[config.mk]
export PLATFORM = sky130hd
export DESIGN_NAME = regfile_wb_sink
export DESIGN_NICKNAME = d
export VERILOG_FILES = /design/src/rtl/regfile_wb_sink_pkg.sv /design/src/rtl/regfile_wb_sink_clear_seq.sv /design/src/rtl/regfile_wb_sink.sv
export SDC_FILE = /design/constraint.sdc
export NUM_CORES = 1
export LEC_CHECK = 0
export BUFFER_PORTS_ARGS = -buffer_cell sky130_fd_sc_hd__buf_2
export CAP_MARGIN = 20
export CORE_ASPECT_RATIO = 0.75
export CORE_MARGIN = 4
export CORE_UTILIZATION = 35
export CTS_CLUSTER_SIZE = 12
export DETAILED_ROUTE_END_ITERATION = 12
export PLACE_DENSITY = 0.47
export SLEW_MARGIN = 15
export SYNTH_ARGS = -nofsm -noshare
export SYNTH_HDL_FRONTEND = slang
export SYNTH_SLANG_ARGS = --single-unit
[constraint.sdc]
create_clock -name clk -period 3.9 [get_ports clk]
set_clock_uncertainty 0.15 [all_clocks]
set_input_delay 0.78 -clock clk [delete_from_list [all_inputs] [get_ports clk]]
set_output_delay 0.78 -clock clk [all_outputs]
set_load 0.005 [all_outputs]
[src/rtl/regfile_wb_sink_pkg.sv]
// Shared definitions for the decode-stage register file (data width `N, address width, FSM states).
`ifndef N
`define N 32
`endif

package regfile_wb_sink_pkg;
    localparam int              REG_ADDR_W = 5;
    localparam int              NREGS      = 32;
    localparam logic [4:0]      REG_X0     = 5'd0;
    localparam logic [4:0]      REG_LAST   = 5'(NREGS - 1);

    typedef enum logic {
        RF_CLEAR = 1'b0,
        RF_READY = 1'b1
    } rf_state_e;
endpackage

[src/rtl/regfile_wb_sink_clear_seq.sv]
// Post-reset clear sequencer: walks x1..x31 writing zero, then parks in READY until the next reset.
module regfile_clear_seq
    import regfile_wb_sink_pkg::*;
(
    input  logic                  clk,
    input  logic                  rst_n,
    output logic                  clr_we_o,
    output logic [REG_ADDR_W-1:0] clr_addr_o,
    output logic                  ready_o
);
    rf_state_e             state_q, state_d;
    logic [REG_ADDR_W-1:0] idx_q, idx_d;
    logic                  ready_q, ready_d;

    always_ff @(posedge clk or negedge rst_n) begin
        if (!rst_n) begin
            state_q <= RF_CLEAR;
            idx_q   <= 5'd1;
            ready_q <= 1'b0;
        end else begin
            state_q <= state_d;
            idx_q   <= idx_d;
            ready_q <= ready_d;
        end
    end

    always_comb begin
        state_d  = state_q;
        idx_d    = idx_q;
        ready_d  = ready_q;
        clr_we_o = 1'b0;
        case (state_q)
            RF_CLEAR: begin
                clr_we_o = 1'b1;
                idx_d    = idx_q + 5'd1;
                // Ready registers on the same edge that zeroes the last entry.
                if (idx_q == REG_LAST) begin
                    state_d = RF_READY;
                    ready_d = 1'b1;
                end
            end
            RF_READY: ;
            default: state_d = RF_CLEAR;
        endcase
    end

    assign clr_addr_o = idx_q;
    assign ready_o    = ready_q;
endmodule

[src/rtl/regfile_wb_sink.sv]
// Decode-stage register file fed by Writeback; two registered read ports, x0 hardwired to zero.
// Define RF_BYPASS_EN for write-first forwarding of same-cycle writes onto the read ports.
module regfile_wb_sink
    import regfile_wb_sink_pkg::*;
#(
    parameter int N = `N
) (
    input  logic                  clk,
    input  logic                  rst_n,
    input  logic                  i_rf_wr,
    input  logic [REG_ADDR_W-1:0] i_rf_rd,
    input  logic [N-1:0]          i_rf_data,
    input  logic                  i_rd_en,
    input  logic [REG_ADDR_W-1:0] i_rs1,
    input  logic [REG_ADDR_W-1:0] i_rs2,
    output logic [N-1:0]          o_rs1_data,
    output logic [N-1:0]          o_rs2_data,
    output logic                  o_rf_ready,
    output logic                  o_wr_drop
);
    logic [N-1:0]          mem [1:NREGS-1];
    logic                  clr_we;
    logic [REG_ADDR_W-1:0] clr_addr;
    logic                  ready;
    logic                  wr_valid;
    logic                  wb_we;
    logic [N-1:0]          rs1_val, rs2_val;
    logic [N-1:0]          rs1_q, rs2_q;
    logic                  drop_q;

    regfile_clear_seq u_clear_seq (
        .clk        (clk),
        .rst_n      (rst_n),
        .clr_we_o   (clr_we),
        .clr_addr_o (clr_addr),
        .ready_o    (ready)
    );

    assign wr_valid = i_rf_wr && (i_rf_rd != REG_X0);
    assign wb_we    = wr_valid && ready;

    // Storage carries no reset; the clear sequencer owns the port until ready.
    always_ff @(posedge clk) begin
        if (clr_we)
            mem[clr_addr] <= '0;
        else if (wb_we)
            mem[i_rf_rd] <= i_rf_data;
    end

    always_comb begin
        rs1_val = (i_rs1 == REG_X0) ? '0 : mem[i_rs1];
        rs2_val = (i_rs2 == REG_X0) ? '0 : mem[i_rs2];
`ifdef RF_BYPASS_EN
        if (wb_we && (i_rf_rd == i_rs1)) rs1_val = i_rf_data;
        if (wb_we && (i_rf_rd == i_rs2)) rs2_val = i_rf_data;
`endif
    end

    always_ff @(posedge clk or negedge rst_n) begin
        if (!rst_n) begin
            rs1_q  <= '0;
            rs2_q  <= '0;
            drop_q <= 1'b0;
        end else begin
            if (i_rd_en && ready) begin
                rs1_q <= rs1_val;
                rs2_q <= rs2_val;
            end
            if (wr_valid && !ready)
                drop_q <= 1'b1;
        end
    end

    assign o_rs1_data = rs1_q;
    assign o_rs2_data = rs2_q;
    assign o_rf_ready = ready;
    assign o_wr_drop  = drop_q;
endmodule
==> run metrics <==
Yosys warning count 0; drt pass-1 iters 7; Syn Inst Count 2886; worst slew pin tran 1.11 ns; Leak 20.3 nW; core region area 0.138 mm^2; PortBufs 116; Via density 6.07; largest family of logic cells by synthesized area multiplexers; outcome complete, no violations; Longest Clk Path Bufs 3; post-route ant nets 0; IO Pins 117; Setup TNS 0 ns; Fin Hold WS 0.336 ns; Critical Path Sink mem[5][12]; Synth Area in Adders 0.000511; Area Growth Syn to Fin 16.4%; synth unique cells 54; number of max-cap violations 0; worst-path cell chain nand2_1 -> a211oi_4 -> buf_4 -> nor4b_1 -> a41oi_1 -> nor2_4 -> buf_12; Slew headroom 0.261; Post-Synth Simple-Gate Area 0.0366; dpl hpwl 108000 um; EDFF count, synth 992; Seq/Total Area, Yosys 0.645; Final Worst Setup Slack 0.768 ns; Worst R2R Start u_clear_seq.state_q; Routed Wire Length 178000 um; WS Path Type flip-flop to flip-flop; crit path time final 3.13 ns; period utilization 0.803; Wirelength per Cell 35.2 um; routed via count 30600; final-report hold violation count 0; Die W 440 um; pwr dens 438 mW/mm^2; fillcell total 12500; Crit Reg-Reg Endpoint mem[5][12]; Yosys top cell area share 0.608; clock sinks 1064; Placement Setup Slack 0.366 ns; largest net degree at the start of global routing 73; top_reg_cell synth edfxtp_1; post-synthesis compound-gate area fraction 0.0682; Psw 5.95 mW; post-synth top area cell edfxtp_1; Worst Setup End Kind flip-flop; Worst EP required 4.17 ns; f_max 0.319 GHz; row count 118; Worst path top cell family by delay compound AO/OA/AOI/OAI gates; Synth Register Bits 1064; fraction of layout cells with a size suffix above 1 0.295; Crit path arrival time 3.40 ns; post-synthesis mux area share 0.227; Seq pwr share 0.510; Placed Instance Area 0.0537 mm^2; CP max stage delay 0.74 ns; RSZ-0062 raised after global routing no; total congestion overflow 0; Crit-path slowest cell a41oi_1; clock insertion delay at the later pin of the skew report 0.71 ns; Netlist Area Pre-Place 0.0490 mm^2; # DRC 0; XOR/XNOR Fraction of Synth Area 0.000536; reg2reg path depth 7; die height 332 um; R2R Setup Slk 0.77 ns; CTS tree built; worst path bufs/invs 2; H-tree depth 3; Comb pwr share 0.087; number of global-route vias before repair 31400; number of buffers created by CTS 109; synthesized net count 2939; Die Area 0.146 mm^2; Layout Cells excl Fill 5050; final number of setup-violating endpoints 0; Clock power frac 0.403; dominant cells by area after synthesis edfxtp_1 61%, mux4_2 14%, mux2i_1 5.9%; Initial Utilization 0.354; post-CTS sizing 0; cell-internal power 19.0 mW; placed insts 4847; Tot GR Track Use 0.240; Final nets 3153; initial antenna violation count 3; Post-Layout Inst Area 0.0570 mm^2; gp weighted congestion 0.816; Critical Path Source u_clear_seq.state_q; Root Driver clkbuf_16; Initial DRC Count 3589; Final Max Tran Viols 0; worst hold-check path type flip-flop to flip-flop; first-pass GRT wire length 247000 um; crit path max fanout 28; clk slew on worst S/H paths 0.06 ns; startpoint types flip-flop; synthesized area per cell 17.0 um^2; ys async rst share 0.0677; Crit path depth 7; switching share of total power 0.238; worst vdd ir 0.324 mV
layout make-up:
type,count,area (um^2),area share
antenna,2,5.00,0.0000878
clock inverter,30,158,0.00276
tap,1860,2330,0.0408
clock buffer,169,3180,0.0557
sequential,1064,31600,0.554
multi-input combinational,1588,16700,0.292
inverter,5,18.8,0.000329
timing repair buffer,332,3100,0.0544
logic make-up (layout without fill, tap and decap cells):
family | count (synthesis) | after routing
buffers and inverters | 234 | 536
muxes | 716 | 716
and+or+nand+nor | 406 | 406
xor gates and xnor gates | 3 | 3
other | 0 | 2
DFF | 1064 | 1064
AOI/OAI and AO/OA | 461 | 461
adders and majority gates | 2 | 2
Yosys cell counts, types with 6 or more instances:
| library cell | n |
|---|---|
| mux2i_1 | 291 |
| mux2_2 | 101 |
| o22ai_1 | 52 |
| a41oi_1 | 9 |
| a21oi_1 | 62 |
| a2111oi_2 | 6 |
| and2_1 | 34 |
| a211oi_1 | 10 |
| a31oi_1 | 22 |
| nor3_1 | 7 |
| edfxtp_1 | 992 |
| nor2_1 | 105 |
| dfrtp_1 | 71 |
| o21ai_0 | 7 |
| buf_2 | 67 |
| o21ai_1 | 48 |
| a211o_1 | 32 |
| a2111oi_0 | 25 |
| a22oi_1 | 39 |
| a221oi_1 | 70 |
| clkbuf_1 | 120 |
| nand2_1 | 172 |
| mux4_2 | 305 |
| buf_4 | 22 |
| mux2_1 | 19 |
| o211ai_1 | 37 |
| buf_1 | 15 |
| o2111ai_1 | 27 |
| nand3_1 | 64 |
metal layers:
metal | part of all wire | track usage | up-vias | routed length, um
met4 | 0.030 | 0.0681 | 0 | 5260
met5 | 0 | 0 | - | 0
met2 | 0.47 | 0.383 | 1418 | 83500
met3 | 0.068 | 0.0378 | 272 | 12100
li1 | - | - | 12400 | -
met1 | 0.43 | 0.340 | 16500 | 76800
power groups by stage:
stage | Sequential [mW] | Clock, mW | Combinational, mW
2_1_floorplan | 12.9 | 0 | 1.17
3_3_place_gp | 13.0 | 0 | 2.16
3_5_place_dp | 13.0 | 0 | 2.17
4_1_cts | 12.7 | 10.2 | 2.18
5_1_grt | 12.7 | 10.7 | 2.28
6_report | 12.7 | 10.1 | 2.17
repair_timing:
item	CTS	global route
setup buffers	0	0
endpoints found under the setup margin	0	0
hold buffers	1	0
hold endpoints to repair	28	0
stage by stage:
stage / total power, mW / util
2_1_floorplan: 14.1 / -
4_1_cts: 25.1 / 0.412
6_report: 25.0 / 0.412
3_5_place_dp: 15.2 / 0.388
5_1_grt: 25.7 / 0.412
3_3_place_gp: 15.1 / 0.388
worst min path at each step:
stage                           endpoint  cells after the start  slack, ns                      start
4_1_cts                        o_wr_drop                      4       0.33                    i_rf_wr
6_report                       o_wr_drop                      1       0.34                  o_wr_drop
2_1_floorplan                  o_wr_drop                      1       0.32                  o_wr_drop
3_5_place_dp                   o_wr_drop                      1       0.31                  o_wr_drop
3_3_place_gp                   o_wr_drop                      1       0.31                  o_wr_drop
5_1_grt        u_clear_seq.clr_addr_o[0]                      1       0.37  u_clear_seq.clr_addr_o[0]
flip-flops by register name, summed over array words and instances (netlist names):
register and count:
u_clear_seq.clr_addr_o 5, o_rs2_data 32, mem 992, o_wr_drop 1, o_rs1_data 32, u_clear_seq.state_q 1
u_clear_seq.ready_o 1
layout by cell type, fill, tap and decap left out, types with 70 or more instances in the layout:
master       n
clkbuf_16  113
buf_2      109
mux4_2     305
mux2_2     101
buf_4      150
mux2i_1    291
nor2_1      71
edfxtp_1   992
nand2_1    168
dfrtp_1     71
a221oi_1    70
worst reg2reg max path, stage by stage (launching register included):
cell,delay (ns)
dfrtp_1,0.49
nand2_1,0.22
a211oi_4,0.49
buf_4,0.25
nor4b_1,0.06
a41oi_1,0.74
nor2_4,0.15
buf_12,0.26
(Power assumes the default switching activity.)
